`config.mk`:
```
export PLATFORM = sky130hd
export DESIGN_NAME = uart_rx
export DESIGN_NICKNAME = d
export VERILOG_FILES = /design/src/rtl/uart_rx_pkg.sv /design/src/rtl/uart_rx_line_sync.sv /design/src/rtl/uart_rx.sv
export VERILOG_INCLUDE_DIRS = /design/src /design/src/rtl
export SDC_FILE = /design/constraint.sdc
export NUM_CORES = 1
export LEC_CHECK = 0
export ABC_AREA = 1
export BUFFER_PORTS_ARGS = -buffer_cell sky130_fd_sc_hd__buf_2
export CAP_MARGIN = 30
export CORE_AREA = 2 2 67 69
export CTS_CLUSTER_SIZE = 16
export DETAILED_ROUTE_END_ITERATION = 8
export DIE_AREA = 0 0 69 71
export PLACE_DENSITY = 0.71
export SLEW_MARGIN = 40
export SYNTH_ARGS = -nofsm -noshare
export SYNTH_HDL_FRONTEND = slang
export SYNTH_HIERARCHICAL = 1
export SYNTH_SLANG_ARGS = --single-unit
```
`constraint.sdc`:
```
create_clock -name clk -period 2.4 [get_ports clk]
set_input_delay 0.36 -clock clk [delete_from_list [all_inputs] [get_ports clk]]
set_output_delay 0.36 -clock clk [all_outputs]
set_load 0.02 [all_outputs]
```
`src/rtl/common.vh`:
```
// Settings shared by the UART transmitter and receiver.
`ifndef UART_COMMON_VH
`define UART_COMMON_VH

// Consecutive idle-high clock cycles required on the line before a start bit is trusted.
`define UART_STABLE_COUNT 8

// Nominal clk cycles per bit (100 MHz clock, 115200 baud).
`define UART_BAUD_PERIOD 868

`endif

```
`src/rtl/uart_rx_pkg.sv`:
```
// Shared types and constants for the UART receiver.
package uart_rx_pkg;

  // Payload width of one 8N1 frame.
  localparam int DATA_BITS = 8;

  // One-hot receiver states; bit positions match the index localparams in uart_rx.
  typedef enum logic [3:0] {
    ST_IDLE  = 4'b0001,
    ST_START = 4'b0010,
    ST_DATA  = 4'b0100,
    ST_STOP  = 4'b1000
  } rx_state_t;

endpackage

```
`src/rtl/uart_rx_line_sync.sv`:
```
// RXD synchronizer plus idle-line qualifier for the UART receiver.
module uart_rx_line_sync #(
  parameter int STABLE_TIME = 8
) (
  input  logic clk,
  input  logic reset_n,
  input  logic sync_reset,
  input  logic rxd,
  output logic rxd_s,
  output logic line_ready
);

  localparam int CW = (STABLE_TIME < 1) ? 1 : $clog2(STABLE_TIME + 1);
  localparam logic [CW-1:0] STABLE_MAX = CW'(STABLE_TIME);

  logic          rxd_meta_reg;
  logic          rxd_s_reg;
  logic [CW-1:0] stable_counter_reg;

  // Two-flop synchronizer (reset to idle-high) and saturating count of consecutive high cycles.
  always_ff @(posedge clk) begin
    if (!reset_n || sync_reset) begin
      rxd_meta_reg       <= 1'b1;
      rxd_s_reg          <= 1'b1;
      stable_counter_reg <= '0;
    end else begin
      rxd_meta_reg <= rxd;
      rxd_s_reg    <= rxd_meta_reg;
      if (!rxd_s_reg) begin
        stable_counter_reg <= '0;
      end else if (stable_counter_reg != STABLE_MAX) begin
        stable_counter_reg <= stable_counter_reg + 1'b1;
      end
    end
  end

  assign rxd_s      = rxd_s_reg;
  assign line_ready = (stable_counter_reg == STABLE_MAX);

endmodule

```
`src/rtl/uart_rx.sv`:
```
// 8N1 UART receiver: mid-bit sampling driven by a runtime baud period.
`include "common.vh"

module uart_rx
  import uart_rx_pkg::*;
#(
  parameter int STABLE_TIME      = `UART_STABLE_COUNT,
  parameter int BAUD_PERIOD_BITS = $clog2(`UART_BAUD_PERIOD)
) (
  input  logic                        clk,
  input  logic                        reset_n,
  input  logic                        sync_reset,
  input  logic [BAUD_PERIOD_BITS-1:0] baud_rate_period_m1,
  input  logic                        RXD,
  output logic [7:0]                  SBUF_out,
  output logic                        RI,
  output logic                        frame_error,
  output logic                        rx_active
);

  // Bit positions of each state inside the one-hot state vector.
  localparam int S_IDLE  = 0;
  localparam int S_START = 1;
  localparam int S_DATA  = 2;
  localparam int S_STOP  = 3;

  logic rxd_s;
  logic line_ready;

  rx_state_t                   state_reg, state_next;
  logic [BAUD_PERIOD_BITS-1:0] bit_cnt_reg, bit_cnt_next;
  logic [2:0]                  data_idx_reg, data_idx_next;
  logic [DATA_BITS-1:0]        shift_data_reg, shift_data_next;
  logic [7:0]                  sbuf_reg, sbuf_next;
  logic                        ri_reg, ri_next;
  logic                        fe_reg, fe_next;
  logic [BAUD_PERIOD_BITS-1:0] half_period;

  uart_rx_line_sync #(
    .STABLE_TIME (STABLE_TIME)
  ) u_line_sync (
    .clk        (clk),
    .reset_n    (reset_n),
    .sync_reset (sync_reset),
    .rxd        (RXD),
    .rxd_s      (rxd_s),
    .line_ready (line_ready)
  );

  // Start bit is checked half a period in, so the data samples land mid-bit.
  assign half_period = baud_rate_period_m1 >> 1;

  // State and datapath registers; reset drops any frame in progress without reporting it.
  always_ff @(posedge clk) begin
    if (!reset_n || sync_reset) begin
      state_reg      <= ST_IDLE;
      bit_cnt_reg    <= '0;
      data_idx_reg   <= '0;
      shift_data_reg <= '0;
      sbuf_reg       <= '0;
      ri_reg         <= 1'b0;
      fe_reg         <= 1'b0;
    end else begin
      state_reg      <= state_next;
      bit_cnt_reg    <= bit_cnt_next;
      data_idx_reg   <= data_idx_next;
      shift_data_reg <= shift_data_next;
      sbuf_reg       <= sbuf_next;
      ri_reg         <= ri_next;
      fe_reg         <= fe_next;
    end
  end

  // Next-state and datapath decisions; the counter restarts on every state entry and bit sample.
  always_comb begin
    state_next      = state_reg;
    bit_cnt_next    = bit_cnt_reg + 1'b1;
    data_idx_next   = data_idx_reg;
    shift_data_next = shift_data_reg;
    sbuf_next       = sbuf_reg;
    ri_next         = 1'b0;
    fe_next         = 1'b0;

    if (state_reg[S_IDLE]) begin
      bit_cnt_next = '0;
      if (!rxd_s && line_ready) begin
        state_next = ST_START;
      end
    end else if (state_reg[S_START]) begin
      if (bit_cnt_reg == half_period) begin
        bit_cnt_next = '0;
        if (!rxd_s) begin
          state_next    = ST_DATA;
          data_idx_next = '0;
        end else begin
          state_next = ST_IDLE;
        end
      end
    end else if (state_reg[S_DATA]) begin
      if (bit_cnt_reg == baud_rate_period_m1) begin
        bit_cnt_next    = '0;
        shift_data_next = {rxd_s, shift_data_reg[DATA_BITS-1:1]};
        data_idx_next   = data_idx_reg + 1'b1;
        if (data_idx_reg == 3'(DATA_BITS - 1)) begin
          state_next = ST_STOP;
        end
      end
    end else if (state_reg[S_STOP]) begin
      if (bit_cnt_reg == baud_rate_period_m1) begin
        bit_cnt_next = '0;
        state_next   = ST_IDLE;
        if (rxd_s) begin
          sbuf_next = shift_data_reg;
          ri_next   = 1'b1;
        end else begin
          fe_next = 1'b1;
        end
      end
    end else begin
      state_next   = ST_IDLE;
      bit_cnt_next = '0;
    end
  end

  assign SBUF_out    = sbuf_reg;
  assign RI          = ri_reg;
  assign frame_error = fe_reg;
  assign rx_active   = ~state_reg[S_IDLE];

endmodule

```
* Word-level counts from Yosys, hierarchy flattened
Cells that the tools add are included.
** Word-level totals
- Bits in registers :: 41
- Input port bits :: 14
- Output and inout bits :: 11
** Operators by class
- $add $sub $neg :: 3
- Equality and inequality tests :: 11
- Multiplexer cells :: 22
- Bitwise gates (word level) :: 6
- Reductions and logical operators :: 14
** Operator list (number)
- 10-bit 2-to-1 mux :: 5
- 4-bit 2-to-1 mux :: 9
- 3-bit 2-to-1 mux :: 6
- 10-bit by 1-bit adder with 10-bit output, second input constant :: 1
- 10-bit == test :: 1
- 10-bit by 9-bit == test with 1-bit output :: 1
- 4-bit by 3-bit inequality test with 1-bit output, second input constant :: 2
- 4-bit AND reduction :: 2
- 1-bit inverter :: 6
- 6-bit AND reduction :: 1
- 6-bit OR reduction :: 1
- 5-bit AND reduction :: 1
- 4-bit by 1-bit adder with 4-bit output, second input constant :: 1
- 4-bit == test, second input constant :: 1
- 2-bit by 1-bit inequality test with 1-bit output, second input constant :: 2
- 4-bit inequality test, second input constant :: 1
- 2-bit nonzero test :: 2
- 2-bit OR reduction :: 2
- 3-bit by 1-bit adder with 3-bit output, second input constant :: 1
- 3-bit == test, second input constant :: 1
- 3-bit by 2-bit inequality test with 1-bit output, second input constant :: 1
- 1-bit logical NOT :: 2
- 1-bit 2-to-1 mux :: 2
- 2-bit inequality test, second input constant :: 1
- other kinds (3) :: 3

* Longest topological paths before layout
Gate-level depths: netlist of the first run.
- Depth in word-level cells :: 6
- Mapped depth :: 13

* Modules after synthesis
Netlist of the first run, hierarchy kept.
** By module, submodules not included
- uart_rx :: times used 1, cells each 273, area an instance 1861.8 µm², sequential area each 700.7 µm²
- uart_rx_line_sync :: times used 1, cells each 37, area an instance 287.8 µm², sequential area each 120.1 µm²

* Worst setup path after synthesis of the first run
Ideal clock, no wire load.
- Path kind :: reg2reg
- From :: register bit_cnt_reg[0]
- To :: register shift_data_reg[5]
- Setup time :: 119 ps
- Arrival time :: 1377 ps
- Slack :: 904 ps
- Stages on the path, launching flop included :: 11
- Period minus slack after synthesis :: 1496 ps
- Path through :: dfxtp_1 inv_2 nand2_1 nand2_1 nor2_1 nand2_2 nor2_8 nand4_4 buf_2 o21ai_1 a21oi_1
** On the way
- Longest elaborated chain between the ends :: 2
** Ends and longest elaborated chain
- from (decl) :: RTL line uart_rx.sv:31 : logic [BAUD_PERIOD_BITS-1:0] bit_cnt_reg, bit_cnt_next;
- from (signal assigned) :: RTL line uart_rx.sv:65 : bit_cnt_reg <= bit_cnt_next;
- 10-bit == test :: RTL line uart_rx.sv:100 : if (bit_cnt_reg == baud_rate_period_m1) begin
- 4-bit AND reduction (no source line)
- to (signal assigned) :: RTL line uart_rx.sv:67 : shift_data_reg <= shift_data_next;
- to (decl) :: RTL line uart_rx.sv:33 : logic [DATA_BITS-1:0] shift_data_reg, shift_data_next;
Every way passes these cells.
A chain may end at the register's enable or synchronous reset.

* Worst setup path after layout of the first run
- From :: register bit_cnt_reg[8]
- To :: register sbuf_reg[5], in the netlist SBUF_out[5]
** On the way
- Longest elaborated chain between the ends :: 2
** Ends and longest elaborated chain
- 10-bit == test :: RTL line uart_rx.sv:109 : if (bit_cnt_reg == baud_rate_period_m1) begin
- 6-bit AND reduction (no source line)
- to (signal assigned) :: RTL line uart_rx.sv:68 : sbuf_reg <= sbuf_next;
- to (decl) :: RTL line uart_rx.sv:34 : logic [7:0] sbuf_reg, sbuf_next;
Every way passes these cells.

==> impl_results.md, run 1 <==
* Worst Tran Pin Value at about 560 ps
* Leak at between 1 and 1.5 nW
* CTS tree: done
* # IOs at 25
* Vias in the first global route at about 1700
* Pwr Total at 1.279 mW
* Cell accounting for the most synthesized area: dfxtp_1
* Tot GR Track Use at 0.1803
* Top-area cell type share of the netlist area at 0.3818
* GRT overflow at 0
* Core Footprint at approximately 4200 um2
* Num Clock Sinks at 41
* Share of cells above drive strength 1 at 0.1805
* Routability cong. at 0.8657
* Min-delay src: RXD
* Area after DPL at 2325 um2
* Vias/cell at approximately 4.8
* MaxCap Viol Count at 0
* Die Wd at 69 um
* Clk root buf: clkbuf_8
* Post-layout instance area at about 2400 um2
* Number of buffers created by CTS at 5
* Die H at 71 um
* Filler cells at 422
* Internal power at 1.010 mW
* Post-cts resize count at 0
* #FFs+latches synth at between 40 and 50
* Slowest-stage cell, CP: dfxtp_1
* Syn nets at about 330
* Global-route wire length before repair at around 7300 um
* Fin crit share at 0.7093
* Logic pwr share at 0.051
* Min-Delay Path Class: input port to flop
* Sw frac at 0.2104
* Status: finished clean
* YS warnings at 6
* ANT cells at 0
* CTS HTree Levels at 2
* Max IR drop VDD at roughly 0.00038 V
* Hold_buf cts at 0
* Number of flip-flops in the largest register at 10
* Synth Area per Inst at between 6 and 7 um2
* Cells along the critical path: inv_1, nand2_1, nand4_1, nor2_2, nand2_4, nor2_8, nand2_2, nand2_1, a21oi_1
* Final hold vios at 0
* DP HPWL at a little over 3000 um
* Clock Skew at roughly 3.7 ps
* Initial antenna violation count at 0
* Setup TNS at 0 ps
* Clock share of power at 0.413
* Placed insts at about 380
* Achievable Freq at approximately 600 MHz
* Minimum clock period at about 1700 ps
* Slew margin rel. at 0.6245
* Area Growth Syn to Fin at 12.98%
* Setup WS pre-CTS at roughly 660 ps
* Clk_lat worst skew at approximately 290 ps
* Register area share after synthesis at 0.3818
* Largest net degree at the start of global routing at 18
* Area contributors post-synth: dfxtp_1 38%, nand2_1 15%, inv_1 7.0%
* Syn Std Cell Area at about 2100 um2
* Final setup viols at 0
* Crit-path max FO at 10
* CP arrival at ~1900 ps
* Hold_ws at 254.3 ps
* Total vias in the final route at around 1900
* DR pass1 iterations at 4
* Worst R2R Start: bit_cnt_reg[8]$_SDFF_PP0_
* Routed Antenna Nets at 0
* Setup bufs post-CTS at 0
* PD cells at about 530 nW/um2
* Final nets at 357
* Sequential power share at 0.536
* Crit Path Category: flop to flop
* Non-filler instance count after layout at between 300 and 400
* Cells after Synth at 310
* Switch Pwr at 0.2691 mW
* CP most frequent cell: nand2_1
* Drt drc at 0
* Starting DRT DRC Count at 65
* CP max stage delay at around 390 ps
* Row count at 24
* Routed WL per cell at just over 10 um
* Post-synth cell types at 30
* Worst EP required at 2580 ps
* Final core occ at 0.5777
* Start point of the critical path: bit_cnt_reg[8]$_SDFF_PP0_
* Routed Wire Length at around 4000 um
* Fin. max-slew vios at 0
* Initial Utilization at 0.5113
* Nature of the critical path endpoint: flop
* Number of port buffers at 24
* Final worst-path setup slack at 697.8 ps
* Max Root-Sink Buffers at 2
* Worst-path clk slew at approximately 70 ps
* Die area at 4899 um2
* RSZ-0062 raised after global routing: no
* Startpoint class of the critical path: flop
==> worst max-delay path: cells and delay by family, from the launching register on <==
family          cells  cell delay [ps]
compound gates      1               60
buf+inv             1              100
flops               1              390
simple gates        7             1040
==> kinds of logic after synthesis <==
family / share of synthesized area
AND/OR/NAND/NOR: 0.3737
buffers and inverters: 0.09546
flip-flops: 0.3818
AO/OA/AOI/OAI: 0.08324
XOR/XNOR: 0.03667
adder cells (fa/ha/maj): 0.02910
==> path summary, 6_finish.rpt <==
kind                                               to  slack, ps  depth (start not counted)
setup / recovery             SBUF_out[5]$_SDFFE_PP0P_        700                          9
hold / removal    u_line_sync/rxd_meta_reg$_SDFF_PP1_        250                          2
setup reg to reg             SBUF_out[5]$_SDFFE_PP0P_        700                          9
hold reg to reg          u_line_sync/rxd_s$_SDFF_PP1_        420                          1
==> power groups by stage <==
stage / Combinational (mW) / Sequential, mW / Clock [mW]
floorplan: 0.0422 / 0.700 / 0
global placement: 0.0640 / 0.701 / 0
detailed placement: 0.0651 / 0.701 / 0
CTS: 0.0655 / 0.685 / 0.539
global route: 0.0755 / 0.685 / 0.567
finish: 0.0652 / 0.685 / 0.529
==> layout make-up <==
cell class / count / area (um2) / share of cell area
clock buffers: 5 / 68.82 / 0.02834
clock inverters: 2 / 35.03 / 0.01443
inverters: 50 / 187.7 / 0.07728
multi-input cells: 215 / 1124 / 0.4626
flip-flops and latches: 41 / 820.8 / 0.3380
well taps: 52 / 65.06 / 0.02679
repair buffers: 25 / 127.6 / 0.05255
==> cells in the final DEF, fill, tap and decap left out, drive strengths merged <==
cell type,count
ha,5
o21ai,11
nor4,4
or2,4
nand2,89
xor2,8
a21oi,24
clkbuf,5
xnor2,1
inv,49
clkinv,2
nor2,34
nand4,7
buf,25
nor3,3
bufinv,1
dfxtp,41
nand3,25
==> routing by layer <==
layer  global-route usage  wire length (um)  vias up
li1                     -                 -     1032
met2               0.3066              1870       28
met4              0.06100                58        0
met1               0.2265              1925      821
met3              0.04131               148        7
met5                    0                 0        -
==> synth_stat cells, drive strengths merged <==
library cell	instances
nor3	3
nor4	4
dfxtp	41
a21oi	24
ha	5
clkinv	1
nand2	89
nand4	7
inv	49
clkbuf	2
xnor2	1
xor2	8
or2	4
nand3	25
nor2	34
buf	2
o21ai	11
Note: power is estimated with default switching activity, not from simulation.
==> inputs of run 2 (changes only) <==
--- a/config.mk
+++ b/config.mk
@@ -6,14 +6,14 @@
 export SDC_FILE = /design/constraint.sdc
 export NUM_CORES = 1
 export LEC_CHECK = 0
-export ABC_AREA = 1
+export ABC_AREA = 0
 export BUFFER_PORTS_ARGS = -buffer_cell sky130_fd_sc_hd__buf_2
 export CAP_MARGIN = 30
-export CORE_AREA = 2 2 67 69
+export CORE_AREA = 2 2 66 68
 export CTS_CLUSTER_SIZE = 16
 export DETAILED_ROUTE_END_ITERATION = 8
-export DIE_AREA = 0 0 69 71
-export PLACE_DENSITY = 0.71
+export DIE_AREA = 0 0 68 70
+export PLACE_DENSITY = 0.72
 export SLEW_MARGIN = 40
 export SYNTH_ARGS = -nofsm -noshare
 export SYNTH_HDL_FRONTEND = slang
==> constraint.sdc (replaced) <==
create_clock -name clk -period 1.5 [get_ports clk]
set_input_delay 0.225 -clock clk [delete_from_list [all_inputs] [get_ports clk]]
set_output_delay 0.225 -clock clk [all_outputs]
set_load 0.02 [all_outputs]
==> impl_results.md, run 2 <==
* Status: finished, violations left
* Failing checks: setup timing
* Global-route wire length before repair at between 7000 and 8000 um
* R2R cell count at 7
* Tot GR Track Use at 0.1995
* RSZ-0062 raised after global routing: yes
* Syn nets at ~220
* Vias in the first global route at between 1500 and 2000
* Worst EP required at between 1500 and 2000 ps
* Number of buffers created by CTS at 5
* Die H at 70 um
* Starting DRT DRC Count at 63
* Pwr Total at 1.936 mW
* Slowest-stage cell, CP: dfxtp_4
* WP buf/inv at 2
* Die Wd at 68 um
* Startpoint class of the critical path: flop
* Commonest cells post-synth: 41 x dfxtp_1, 35 x nor2_1, 23 x xor2_1
* Drt drc at 0
* #FFs+latches synth at around 40
* Fin crit share at 1.123
* Min-delay src: RXD
* Synth Area per Inst at about 9.8 um2
* YS warnings at 6
* Multi-input combinational cell area at about 1300 um2
* Initial antenna violation count at 0
* Fin. max-slew vios at 0
* Final worst-path setup slack at -184.8 ps
* Final setup viols at 30
* Largest net degree at the start of global routing at 17
* Number of flops mapped to enable cells by yosys at 0
* Hold Path Depth at 2
* Clock Skew at 10.88 ps
* Nature of the critical path endpoint: flop
* Max IR drop VDD at 0.0005880 V
* Start point of the critical path: bit_cnt_reg[2]$_SDFF_PP0_
* Achievable Freq at about 590 MHz
* Number of port buffers at 24
* Crit Path Category: flop to flop
* Crit-path max FO at 6
* Core Footprint at about 4100 um2
* Commonest non-fill, non-tap cell in the layout: nor2_1
* Cells after Synth at roughly 210
* Main synth FF type: dfxtp_1
* Total vias in the final route at approximately 1600
* Clk_lat worst skew at 300 ps
* Top-count cell post-synth: dfxtp_1
* # IOs at 25
* MaxCap Viol Count at 0
* Routed Antenna Nets at 0
* Worst Tran Pin Value at about 540 ps
* Placed insts at 309
* Min-Delay Path Class: input port to flop
* R2R Path End: bit_cnt_reg[8]$_SDFF_PP0_
* CTS HTree Levels at 2
* Share of cells above drive strength 1 at 0.3985
* Top-area cell type share of the netlist area at 0.4082
* Num Clock Sinks at 41
* CP max stage delay at roughly 360 ps
* FFs w/ async S/R, synth at 0
* Hold_buf cts at 0
* CP most frequent cell: buf_6
* Highest-count cells in the layout ignoring fill and taps: 35 x nor2_1, 34 x dfxtp_1, 34 x buf_4, 24 x buf_2, 19 x mux2i_1
* CP arrival at ~1900 ps
* Syn Std Cell Area at roughly 2000 um2
* Worst R2R Start: bit_cnt_reg[2]$_SDFF_PP0_
* ANT cells at 0
* Final nets at between 200 and 300
* Routed Wire Length at ~4200 um
* CTS tree: done
* Minimum clock period at 1685 ps
* Cells along the critical path: buf_6, xor2_2, nor4_4, nand3_2, a32oi_4, buf_6, nor2_1
* Slew margin rel. at 0.6358
* Max Root-Sink Buffers at 2
* Cell accounting for the most synthesized area: dfxtp_1
* Family with the most delay on the worst path: simple AND/OR/NAND/NOR gates
* Leak at about 1.3 nW
* Register area at 834.6 um2
* Row count at 24
* PD cells at a little over 700 nW/um2
* Register area share after synthesis at 0.4082
* Filler cells at roughly 350
* Final hold vios at 0
* Number of flip-flops in the largest register at 10
* GRT overflow at 0
* Reg-to-reg slack, setup at -180 ps
* Worst Hold Path EP: u_line_sync/rxd_meta_reg$_SDFF_PP1_
* Routed WL per cell at approximately 13 um
* Area Growth Syn to Fin at 34.60%
* Post-synth cell types at 43
* DP HPWL at 2974 um
* Die area at between 4000 and 5000 um2
* Worst-path clk slew at 80 ps
* DR pass1 iterations at 4
* Vias/cell at approximately 5
* Area contributors post-synth: dfxtp_1 41%, xor2_1 10%, mux2i_1 9.5%
* Initial Utilization at 0.4852
* Non-filler instance count after layout at 323
* Routability cong. at around 0.79
* Clk root buf: clkbuf_8
run 2: power breakdown:
group	internal [mW]	total, mW	switching [mW]
Clock	0.321	0.709	0.388
Combinational	0.0610	0.137	0.0758
Sequential	1.09	1.09	0.00247
run 2: worst max path at each step:
| stage | endpoint | depth (start not counted) | slack, ps |
|---|---|---|---|
| 2_1_floorplan | data_idx_reg[0]$_SDFFE_PP0P_ | 5 | -130 |
| 3_3_place_gp | bit_cnt_reg[5]$_SDFF_PP0_ | 6 | -230 |
| 3_5_place_dp | bit_cnt_reg[6]$_SDFF_PP0_ | 6 | -300 |
| 4_1_cts | SBUF_out[1]$_SDFFE_PP0P_ | 6 | -130 |
| 5_1_grt | bit_cnt_reg[8]$_SDFF_PP0_ | 7 | -270 |
| 6_report | bit_cnt_reg[8]$_SDFF_PP0_ | 7 | -180 |
run 2: cells by family after synthesis:
family	count (synthesis)	synth area share
buf+inv	13	0.03173
mux	19	0.09458
simple gates	85	0.2471
compound gates	12	0.05663
xor+xnor	30	0.1307
flops	41	0.4082
fa+ha+maj	5	0.03111
run 2: what timing repair did:
item                       CTS  global route
setup endpoints to repair   35            35
resized for setup           17            12
pin swaps                   11             7
buffers inserted             5             1
run 2: through the flow:
stage | setup TNS [ps] | cell area [um2] | utilization | setup WS [ps] | hold WS [ps]
final | -3716 | 2706 | 0.6531 | -184.8 | 118.1
after global routing | -6478 | 2706 | 0.6531 | -269.4 | 137.8
after CTS | -2685 | 2629 | 0.6344 | -134.5 | 111.8
after detailed placement | -6049 | 2430 | 0.5864 | -304.8 | 400.3
after global placement | -5063 | 2430 | 0.5864 | -231.8 | 395.2
after floorplan | -2599 | 2027 | - | -130.4 | 326.5
run 2: layout make-up:
class / count / share of cell area
Clock buffer: 5 / 0.02543
Clock inverter: 3 / 0.006472
Inverter: 7 / 0.009709
Multi-Input combinational cell: 151 / 0.4623
Sequential cell: 41 / 0.3084
Tap cell: 52 / 0.02404
Timing Repair Buffer: 64 / 0.1637
run 2: routing by layer:
metal / wire length (um) / share of wire / GRT usage
met5: 0 / 0 / 0
met4: 99 / 0.023 / 0.09778
met3: 139 / 0.033 / 0.04670
met2: 2126 / 0.50 / 0.3258
met1: 1864 / 0.44 / 0.2400
